File: src/rtl/gemm_store_pkg.sv
// Shared types, sizes and helper functions for the GEMM result store engine.
package gemm_store_pkg;

  localparam int LANES      = 4;
  localparam int ELEM_W     = 32;
  localparam int NUM_BUF    = 4;
  localparam int SIZE_W     = 5;
  localparam int ADDR_W     = 32;

  localparam int BEAT_W     = LANES * ELEM_W;
  localparam int STRB_W     = BEAT_W / 8;
  localparam int BEAT_BYTES = STRB_W;
  localparam int ELEM_BYTES = ELEM_W / 8;
  localparam int BIDX_W     = (NUM_BUF > 1) ? $clog2(NUM_BUF) : 1;
  localparam int CNT_W      = $clog2(NUM_BUF + 1);
  localparam int CFG_W      = SIZE_W + 1;

  typedef enum logic [2:0] {
    IDLE,
    REQ,
    ISSUE,
    GAP,
    FIN
  } state_t;

  // Unclamped beat count per row: ceil(nsize / LANES).
  function automatic logic [CFG_W-1:0] beats_of(input logic [SIZE_W-1:0] nsize);
    return (CFG_W'(nsize) + CFG_W'(LANES - 1)) / CFG_W'(LANES);
  endfunction

  // Byte enables for the final beat of a row; a clamped row always ends on a full beat.
  function automatic logic [STRB_W-1:0] strb_mask(input logic [SIZE_W-1:0] nsize,
                                                  input logic clamped);
    int rem;
    logic [STRB_W-1:0] m;
    rem = int'(nsize) % LANES;
    m   = '1;
    if (!clamped && rem != 0) begin
      for (int i = 0; i < STRB_W; i++) m[i] = (i < rem * ELEM_BYTES);
    end
    return m;
  endfunction

endpackage

File: src/rtl/gemm_store_engine_if.sv
// Store-side view of the shared memory interface: ownership request/grant plus write beats.
interface gemm_store_engine_if
  import gemm_store_pkg::*;
();
  // bus_req/bus_gnt arbitrate ownership; a beat transfers on a cycle where wr_valid and
  // wr_ready are both high, and wr_addr/wr_data/wr_strb stay stable while wr_valid waits on wr_ready.
  logic              bus_req;
  logic              bus_gnt;
  logic              wr_valid;
  logic              wr_ready;
  logic [ADDR_W-1:0] wr_addr;
  logic [BEAT_W-1:0] wr_data;
  logic [STRB_W-1:0] wr_strb;

  modport master (
    output bus_req, wr_valid, wr_addr, wr_data, wr_strb,
    input  bus_gnt, wr_ready
  );

  modport slave (
    input  bus_req, wr_valid, wr_addr, wr_data, wr_strb,
    output bus_gnt, wr_ready
  );
endinterface

File: src/rtl/gemm_store_addr_gen.sv
// Row/beat sequencing and beat byte address generation for the store engine.
module gemm_store_addr_gen
  import gemm_store_pkg::*;
(
  input  logic              clk,
  input  logic              rst,
  input  logic              load,
  input  logic              advance,
  input  logic [ADDR_W-1:0] c_addr,
  input  logic [ADDR_W-1:0] c_stride,
  input  logic [SIZE_W-1:0] rows,
  input  logic [CNT_W-1:0]  beats,
  output logic [BIDX_W-1:0] beat,
  output logic              last_beat,
  output logic              last_row,
  output logic [ADDR_W-1:0] wr_addr
);

  logic [ADDR_W-1:0] row_base;
  logic [ADDR_W-1:0] stride_q;
  logic [SIZE_W-1:0] row;
  logic [SIZE_W-1:0] rows_q;
  logic [CNT_W-1:0]  beats_q;

  // row_base accumulates the stride once per finished row; wraps modulo 2^ADDR_W.
  always_ff @(posedge clk or posedge rst) begin
    if (rst) begin
      row_base <= '0;
      stride_q <= '0;
      rows_q   <= '0;
      beats_q  <= '0;
      row      <= '0;
      beat     <= '0;
    end else if (load) begin
      row_base <= c_addr;
      stride_q <= c_stride;
      rows_q   <= rows;
      beats_q  <= beats;
      row      <= '0;
      beat     <= '0;
    end else if (advance) begin
      if (last_beat) begin
        beat     <= '0;
        row      <= row + 1'b1;
        row_base <= row_base + stride_q;
      end else begin
        beat     <= beat + 1'b1;
      end
    end
  end

  assign last_beat = (CNT_W'(beat) == beats_q - CNT_W'(1));
  assign last_row  = (row == rows_q - SIZE_W'(1));
  assign wr_addr   = row_base + ADDR_W'(beat) * ADDR_W'(BEAT_BYTES);

endmodule

File: src/rtl/gemm_store_engine.sv
// Drains the accumulator column-slice buffers row by row onto the shared write interface.
module gemm_store_engine
  import gemm_store_pkg::*;
(
  input  logic                      clk,
  input  logic                      rst,
  input  logic                      start,
  input  logic [SIZE_W-1:0]         msize,
  input  logic [SIZE_W-1:0]         nsize,
  input  logic [ADDR_W-1:0]         c_addr,
  input  logic [ADDR_W-1:0]         c_stride,
  output logic                      busy,
  output logic                      done,
  output logic                      err_clamp,
  input  logic [NUM_BUF-1:0]        buf_valid,
  input  logic [NUM_BUF*BEAT_W-1:0] buf_data,
  output logic [NUM_BUF-1:0]        buf_pop,
  gemm_store_engine_if.master       bus,
  output state_t                    dbg_state
);

  state_t            state;
  state_t            state_nxt;
  logic              load;
  logic              accept;
  logic              clamp;
  logic              last_beat;
  logic              last_row;
  logic [CFG_W-1:0]  beats_raw;
  logic [CNT_W-1:0]  beats_eff;
  logic [STRB_W-1:0] last_strb_q;
  logic [BIDX_W-1:0] beat;

  assign beats_raw = beats_of(nsize);
  assign clamp     = beats_raw > CFG_W'(NUM_BUF);
  assign beats_eff = clamp ? CNT_W'(NUM_BUF) : CNT_W'(beats_raw);
  assign load      = (state == IDLE) && start;
  assign accept    = bus.wr_valid && bus.wr_ready;
  assign dbg_state = state;

  gemm_store_addr_gen u_addr_gen (
    .clk       (clk),
    .rst       (rst),
    .load      (load),
    .advance   (accept),
    .c_addr    (c_addr),
    .c_stride  (c_stride),
    .rows      (msize),
    .beats     (beats_eff),
    .beat      (beat),
    .last_beat (last_beat),
    .last_row  (last_row),
    .wr_addr   (bus.wr_addr)
  );

  always_ff @(posedge clk or posedge rst) begin
    if (rst) state <= IDLE;
    else     state <= state_nxt;
  end

  // err_clamp stays up until the next accepted start re-evaluates it.
  always_ff @(posedge clk or posedge rst) begin
    if (rst) begin
      err_clamp   <= 1'b0;
      last_strb_q <= '0;
    end else if (load) begin
      err_clamp   <= clamp;
      last_strb_q <= strb_mask(nsize, clamp);
    end
  end

  always_comb begin
    state_nxt = state;
    case (state)
      IDLE:  if (start) state_nxt = (msize == '0 || nsize == '0) ? FIN : REQ;
      REQ:   if (bus.bus_gnt) state_nxt = ISSUE;
      ISSUE: if (accept && last_beat) state_nxt = last_row ? FIN : GAP;
      GAP:   state_nxt = REQ;
      FIN:   state_nxt = IDLE;
      default: state_nxt = IDLE;
    endcase
  end

  // Losing the grant or an empty head buffer only withholds valid; the beat index is kept.
  always_comb begin
    busy         = (state != IDLE);
    done         = (state == FIN);
    bus.bus_req  = (state == REQ) || (state == ISSUE);
    bus.wr_valid = (state == ISSUE) && bus.bus_gnt && buf_valid[beat];
  end

  always_comb begin
    buf_pop = '0;
    if (accept) buf_pop[beat] = 1'b1;
  end

  always_comb begin
    bus.wr_data = '0;
    for (int i = 0; i < NUM_BUF; i++) begin
      if (beat == BIDX_W'(i)) bus.wr_data = buf_data[i*BEAT_W +: BEAT_W];
    end
    bus.wr_strb = last_beat ? last_strb_q : '1;
  end

endmodule
File: src/flat_wrapper.sv
// flat-port wrapper written by rule: the top's interface ports become plain ports
module gemm_store_engine_flat import gemm_store_pkg::*;
  (clk, rst, start, msize, nsize, c_addr, c_stride, busy, done, err_clamp, buf_valid, buf_data, buf_pop, dbg_state, bus_bus_req, bus_wr_valid, bus_wr_addr, bus_wr_data, bus_wr_strb, bus_bus_gnt, bus_wr_ready);
  gemm_store_engine_if bus_i ();
  input  logic clk;
  input  logic rst;
  input  logic start;
  input  logic [SIZE_W-1:0] msize;
  input  logic [SIZE_W-1:0] nsize;
  input  logic [ADDR_W-1:0] c_addr;
  input  logic [ADDR_W-1:0] c_stride;
  output logic busy;
  output logic done;
  output logic err_clamp;
  input  logic [NUM_BUF-1:0] buf_valid;
  input  logic [NUM_BUF*BEAT_W-1:0] buf_data;
  output logic [NUM_BUF-1:0] buf_pop;
  output state_t dbg_state;
  output wire logic [$bits(bus_i.bus_req)-1:0] bus_bus_req;
  output wire logic [$bits(bus_i.wr_valid)-1:0] bus_wr_valid;
  output wire logic [$bits(bus_i.wr_addr)-1:0] bus_wr_addr;
  output wire logic [$bits(bus_i.wr_data)-1:0] bus_wr_data;
  output wire logic [$bits(bus_i.wr_strb)-1:0] bus_wr_strb;
  input wire logic [$bits(bus_i.bus_gnt)-1:0] bus_bus_gnt;
  input wire logic [$bits(bus_i.wr_ready)-1:0] bus_wr_ready;
  assign bus_bus_req = bus_i.bus_req;
  assign bus_wr_valid = bus_i.wr_valid;
  assign bus_wr_addr = bus_i.wr_addr;
  assign bus_wr_data = bus_i.wr_data;
  assign bus_wr_strb = bus_i.wr_strb;
  assign bus_i.bus_gnt = bus_bus_gnt;
  assign bus_i.wr_ready = bus_wr_ready;
  gemm_store_engine u_core (.clk(clk), .rst(rst), .start(start), .msize(msize), .nsize(nsize), .c_addr(c_addr), .c_stride(c_stride), .busy(busy), .done(done), .err_clamp(err_clamp), .buf_valid(buf_valid), .buf_data(buf_data), .buf_pop(buf_pop), .bus(bus_i), .dbg_state(dbg_state));
endmodule
File: config.mk
export PLATFORM = sky130hd
export DESIGN_NAME = gemm_store_engine_flat
export DESIGN_NICKNAME = d
export VERILOG_FILES = /design/src/rtl/gemm_store_pkg.sv /design/src/rtl/gemm_store_engine_if.sv /design/src/rtl/gemm_store_addr_gen.sv /design/src/rtl/gemm_store_engine.sv /design/src/flat_wrapper.sv
export SDC_FILE = /design/constraint.sdc
export NUM_CORES = 1
export LEC_CHECK = 0
export ABC_AREA = 1
export BUFFER_PORTS_ARGS = -buffer_cell sky130_fd_sc_hd__buf_2
export CAP_MARGIN = 20
export CORE_AREA = 4 4 301 303
export DETAILED_ROUTE_END_ITERATION = 8
export DIE_AREA = 0 0 305 307
export GPL_ROUTABILITY_DRIVEN = 0
export GPL_TIMING_DRIVEN = 0
export PLACE_DENSITY = 0.33
export SYNTH_ARGS = -nofsm -noshare
export SYNTH_HDL_FRONTEND = slang
export SYNTH_SLANG_ARGS = --single-unit
export TNS_END_PERCENT = 100
File: constraint.sdc
create_clock -name clk -period 3.9 [get_ports clk]
set_clock_uncertainty 0.15 [all_clocks]
set_input_delay 0.78 -clock clk [delete_from_list [all_inputs] [get_ports clk]]
set_output_delay 0.78 -clock clk [all_outputs]
set_load 0.03 [all_outputs]
==> results.yml, run 1 <==
timing:
  worst_pin_slew_ns: 1.070
  slew_headroom_pct: 28.68
  whs_ns: 0.3469
  tns_ns: 0
  rsz0062_at_grt: "yes"
  finalHoldViolations: 0
  layout_worst_path_cycle_share_pct: 97.87
  fin_crit_ns: 3.817
  maxSlewViolCount: 0
  final-setup-viol-count: 0
  fmax_mhz: 262.0
placed_design:
  dp_cells: 3712
  port_buffers: 782
  post-dp-hpwl_um: 98020
grt:
  grt_pass1_vias: 16179
  grt_overflow: 0
  grt_usage_pct: 22.32
  grt_pass1_wl_um: 144000
  grt_max_degree: 53
  antenna_found_initial: 37
routing:
  wl_per_cell_um: 29.38
  viasPerCell: 4.297
  drc: 0
  vias: 16105
  dr.pass1.iters: 7
  drt_wl_total_um: 110100
  antenna_left: 0
  dr.first_iter.drc_count: 1031
critical_path:
  start_kind: "register"
  path_depth: 7
  r2r-start: "u_core.dbg_state[0]"
  path_buf_inv: 4
  cp.required_ns: 2.97
  critPathLaunch: "u_core.u_addr_gen.beat[0]"
  ff2ff_setup_slack_ns: 0.53
  crit_family: "buffers and inverters"
  crit_arrival_ns: 2.89
  endpoint_kind: "output pin"
  worstPathCellList: "clkinvlp_4 > ha_1 > clkbuf_4 > clkbuf_2 > a221oi_1 > o31ai_4 > buf_4"
  cp_slowest_cell: "a221oi_1"
  cp_max_fo: 10
  crit_type: "reg -> out"
  rr_worst_depth: 9
  r2r_end: "u_core.u_addr_gen.stride_q[0]"
  crit_path_max_incr_delay_ns: 0.55
pwr:
  power_density_nw_per_um2: 1127
  p_leak_nw: 9.083
  peakVddDrop_mv: 0.3175
synthesis:
  synth_area_leader_cell: "nand2_1"
  syn_inst: 1764
  syn_nets: 2401
  synth_cell_types: 38
  synth.cell_area_um2: 10620
  yosysWarnings: 0
  synth_seq_cells: 87
  ys_top_cells_by_area: "nand2_1 22%, dfrtp_1 20%, a221oi_1 11%, o31ai_1 9.1%, nor2_1 8.6%"
  yosysTopAreaCellShare_pct: 21.59
  syn_avg_cell_area_um2: 6.023
  yosysSeqAreaShare_pct: 20.49
floorplan:
  placementRows: 109
  core-area_um2: 87970
  initial_core_util_pct: 12.08
  die-area_um2: 93640
  ios: 783
  die_h_um: 307
  die-width_um: 305
clocking:
  ctsHoldBuffers: 0
  clock_latency_ns: 0.38
  clock-root-buffer: "clkbuf_16"
  cts_buffer_depth: 2
  clk_pin_slew_ns: 0.08
  cts_made_buffers: 9
  tritoncts: "done"
  cts.sinks: 87
  htree_levels: 3
run:
  drv_cap: 0
layout:
  area_growth_pct: 63.31
  nNetsFinal: 3202
  ff_latch_area_um2: 2181
  drive_above_1_share_pct: 39.42
  multi_input_area_um2: 7849
  final_cells: 3748
  num-fill-cells: 10562
worst_hold_path:
  hold_start: "u_core.u_addr_gen.stride_q[0]"
  min-delay-path-class: "reg -> reg"
  hold_end: "u_core.u_addr_gen.stride_q[0]"
  hold_path_depth: 2
status:
  status: "complete, no violations"
power by group:
part           switching [mW]  internal, mW  total, mW  leakage (nW)
clock                   0.436         0.457      0.893         0.136
sequential              0.650          1.32       1.97          1.08
combinational            12.1          4.63       16.7          7.87
area by class of cell:
type                       instances  share of cell area [%]
multi-input combinational       1381                   45.24
timing repair buffer             790                   24.05
sequential                        87                   12.57
tap                             1165                   8.401
buffer                           125                   4.154
inverter                         171                   3.757
clock buffer                      11                   1.399
clock inverter                     5                  0.2452
antenna                           13                  0.1875
kinds of logic (layout without fill, tap and decap cells):
logic type / after synthesis / count (layout) / share of synthesized area [%]
AO/OA/AOI/OAI: 326 / 326 / 23.22
buffers and inverters: 296 / 1102 / 11.29
XOR/XNOR: 48 / 48 / 3.957
AND/OR/NAND/NOR: 965 / 965 / 35.94
adder cells (fa/ha/maj): 42 / 42 / 5.088
other: 0 / 13 / 0
flip-flops: 87 / 87 / 20.49
how the worst max path moves through the flow:
stage	end	slack [ns]
after global placement	bus_wr_data[15]	-1.25
final	bus_wr_data[31]	0.08
after global routing	bus_wr_addr[20]	-0.02
after detailed placement	bus_wr_data[15]	-1.32
after CTS	bus_wr_data[98]	-0.01
after floorplan	bus_wr_addr[28]	0.49
per-layer routing:
layer	global-route usage [%]	up-vias	wire (µm)
met3	11.94	145	13980
met4	6.670	20	3677
met5	0	-	138
met2	35.06	767	48470
li1	-	7535	-
met1	26.33	7638	43860
synthesized netlist by cell type, drive strengths merged:
cell type	instances
a211oi	1
a21o	3
a21oi	25
a221oi	128
a31oi	1
and2	1
and3	1
buf	32
clkbuf	93
dfrtp	87
fa	2
ha	40
inv	171
nand2	612
nand3	71
nand4	8
nor2	248
nor3	15
nor4	2
o211ai	3
o21a	2
o21ai	31
o21bai	2
o31ai	129
o41ai	1
or2	7
xnor2	21
xor2	27
repair_timing:
| action | CTS | global route |
|---|---|---|
| endpoints found under the setup margin | 137 | 71 |
| setup buffers | 5 | 2 |
| pin swaps | 5 | 9 |
| resized for setup | 228 | 63 |
per-stage QoR:
step | power (mW) | setup WS (ns) | cell area [µm²] | util [%]
floorplan | 10.28 | 0.4861 | 10620 | -
global placement | 17.70 | -1.246 | 16000 | 18.18
detailed placement | 17.62 | -1.316 | 16020 | 18.21
CTS | 19.58 | -0.01338 | 17130 | 19.47
global route | 20.98 | -0.01865 | 17340 | 19.71
finish | 19.55 | 0.08293 | 17350 | 19.72
flip-flops by register name, indices dropped and copies added, names as in the netlist:
register and cells:
u_core.dbg_state 3, u_core.err_clamp 1, u_core.last_strb_q 4, u_core.u_addr_gen.beat 2
u_core.u_addr_gen.beats_q 3, u_core.u_addr_gen.row 5, u_core.u_addr_gen.row_base 32, u_core.u_addr_gen.rows_q 5
u_core.u_addr_gen.stride_q 32
worst register-to-register path: stages, from the launching register on:
cell	delay (ns)
dfrtp_1	0.48
nor2_1	0.12
nand2_1	0.13
inv_1	0.10
nand2_1	0.35
inv_1	0.23
clkbuf_1	0.81
clkbuf_1	0.51
nand2_1	0.31
nand2_1	0.12
cell usage in the layout, fill, tap and decap left out, types with 23 or more instances in the layout:
cell type / instances
nand2_1: 609
nor2_1: 239
o21ai_0: 27
buf_4: 74
a221oi_2: 29
dfrtp_1: 84
inv_1: 166
ha_1: 39
clkbuf_2: 47
a221oi_1: 97
a21oi_1: 25
buf_2: 735
clkbuf_1: 23
xor2_1: 25
o31ai_1: 91
clkbuf_4: 26
nand3_1: 70
(Power assumes the default switching activity.)
==> inputs of run 2 (changes only) <==
--- a/config.mk
+++ b/config.mk
@@ -8,12 +8,13 @@
 export ABC_AREA = 1
 export BUFFER_PORTS_ARGS = -buffer_cell sky130_fd_sc_hd__buf_2
 export CAP_MARGIN = 20
-export CORE_AREA = 4 4 301 303
+export CORE_AREA = 4 4 307 309
+export CTS_BUF_LIST = sky130_fd_sc_hd__clkbuf_2
 export DETAILED_ROUTE_END_ITERATION = 8
-export DIE_AREA = 0 0 305 307
+export DIE_AREA = 0 0 311 313
 export GPL_ROUTABILITY_DRIVEN = 0
 export GPL_TIMING_DRIVEN = 0
-export PLACE_DENSITY = 0.33
+export PLACE_DENSITY = 0.32
 export SYNTH_ARGS = -nofsm -noshare
 export SYNTH_HDL_FRONTEND = slang
 export SYNTH_SLANG_ARGS = --single-unit
==> run 2 against run 1 <==
  * The run now ends with negative setup slack left
  * Wire length increased by 4.7%
  * Via count up 3.0%
  * Critical path depth is 4 higher
  * Non-clock buffer count grew 102
  * Fmax is 4.5% lower
  * Combinational power grew 28%
  * Critical path type unchanged
  * Largest cell class unchanged
  * Largest power group unchanged
==> results.yml, run 2 (synthesized netlist as in run 1, its figures left out) <==
layout:
  nNetsFinal: 3304
  area_growth_pct: 103.2
  final_cells: 3892
  drive_above_1_share_pct: 48.35
  layout_commonest_cell: "buf_2"
  layout_common_cells: "661 x buf_2, 604 x nand2_1, 217 x nor2_1, 161 x inv_1, 125 x buf_6"
  final_util_pct: 23.62
  ff_latch_area_um2: 2181
  num-fill-cells: 10431
  largest_registers: "u_core.u_addr_gen.row_base: 32 flops, u_core.u_addr_gen.stride_q: 32 flops"
  stdcell_area_um2: 21580
  multi_input_area_um2: 9962
grt:
  grt_usage_pct: 22.39
  grt_pass1_wl_um: 149200
  grt_max_degree: 61
  met1_usage_pct: 25.51
  grt_overflow: 0
  use_met3_pct: 11.20
  antenna_found_initial: 53
  grt_pass1_vias: 16636
  busiest_layer: "met2"
  grtUsageMet2_pct: 36.15
critical_path:
  start_kind: "register"
  crit_type: "reg -> out"
  cp_max_fo: 8
  crit_arrival_ns: 3.07
  endpoint_kind: "output pin"
  worstPathCellList: "buf_6 > buf_6 > ha_4 > nor2_4 > buf_12 > buf_16 > buf_4 > buf_8 > a221oi_2 > o31ai_2 > buf_4"
  cp.required_ns: 2.97
  cp_slowest_cell: "dfrtp_2"
  crit_path_max_incr_delay_ns: 0.53
  crit_family: "buffers and inverters"
  path_buf_inv: 7
timing:
  rsz0062_at_grt: "yes"
  final-setup-viol-count: 37
  fin_crit_ns: 3.998
  whs_ns: 0.09010
  fin_ws_ns: -0.09753
  fmax_mhz: 250.2
  worst_pin_slew_ns: 0.7969
  maxSlewViolCount: 0
  slew_headroom_pct: 46.88
  layout_worst_path_cycle_share_pct: 102.5
  finalHoldViolations: 0
floorplan:
  die-width_um: 311
  initial_core_util_pct: 11.63
  die_h_um: 313
  placementRows: 111
  die-area_um2: 97340
  core-area_um2: 91390
  ios: 783
status:
  status: "complete, but fails checks"
  violations: "negative setup slack"
run:
  drv_cap: 0
routing:
  drt_wl_total_um: 115300
  dr.pass1.iters: 5
  viasPerCell: 4.262
  drc: 0
  vias: 16586
  wl_per_cell_um: 29.63
  dr.first_iter.drc_count: 1206
  antenna_left: 0
placed_design:
  place_area_um2: 16050
  dp_cells: 3733
  port_buffers: 782
  place_ws_ns: -1.259
  post-dp-hpwl_um: 99280
clocking:
  cts_made_buffers: 9
  clock-root-buffer: "clkbuf_2"
  cts_buffer_depth: 2
  clock_latency_ns: 0.73
  htree_levels: 3
  clk_pin_slew_ns: 0.32
  tritoncts: "done"
  cts.sinks: 87
pwr:
  peakVddDrop_mv: 0.3938
  p_leak_nw: 10.57
  power_density_nw_per_um2: 1102
worst_hold_path:
  min-delay-path-class: "in -> reg"
## run 2: per-stage QoR
step                      TNS (ns)  total power, mW
after global routing        -15.21            25.47
after global placement     -157.08            17.56
after CTS                   -12.71            21.43
after floorplan                  0            10.28
final                       -1.329            23.79
after detailed placement    -71.43            17.50
## run 2: worst min-delay path: stages
cell and delay, ns:
buf_2 0.07, nand2_1 0.04, nand2_1 0.04
## run 2: layer usage
metal / vias up / share of wire (%)
met5: - / 0.24
met4: 18 / 4.5
met3: 175 / 12
met2: 798 / 45
met1: 7824 / 38
li1: 7771 / -
## run 2: cell type report
type                    count  share of cell area, %
diodes                     34                 0.3942
repair buffers            895                  27.33
clock inverters             6                 0.2377
flip-flops and latches     87                  10.10
plain buffers             122                  5.594
clock buffers              10                 0.2319
well taps                1186                  6.875
inverters                 171                  3.084
multi-input cells        1381                  46.15
## run 2: power breakdown
part           internal (mW)  switching, mW  leakage, nW
registers               1.32          0.650         1.08
clock network         0.0987          0.426       0.0641
logic                   7.90           13.4         9.43
total                   9.32           14.5         10.6
## run 2: timing repair
action,in CTS,in global routing
endpoints found under the setup margin,167,149
pin swaps,43,90
hold endpoints to repair,46,1
buffers inserted,31,54
cloned,3,8
hold buffers,20,1
resized for setup,613,333
## run 2: path summary, 6_finish.rpt
kind / endpoint / from / slack [ns] / cells after the start
max: bus_wr_data[104] / u_core.u_addr_gen.beat[0] / -0.1 / 11
min: u_core.u_addr_gen.stride_q[26] / c_stride[26] / 0.09 / 3
max reg2reg: u_core.u_addr_gen.stride_q[0] / u_core.dbg_state[0] / 0.66 / 9
min reg2reg: u_core.last_strb_q[11] / u_core.last_strb_q[11] / 0.38 / 2
max in group asynchronous: u_core.u_addr_gen.stride_q[18] / rst / 2.47 / 4
min in group asynchronous: u_core.dbg_state[0] / rst / 0.42 / 3
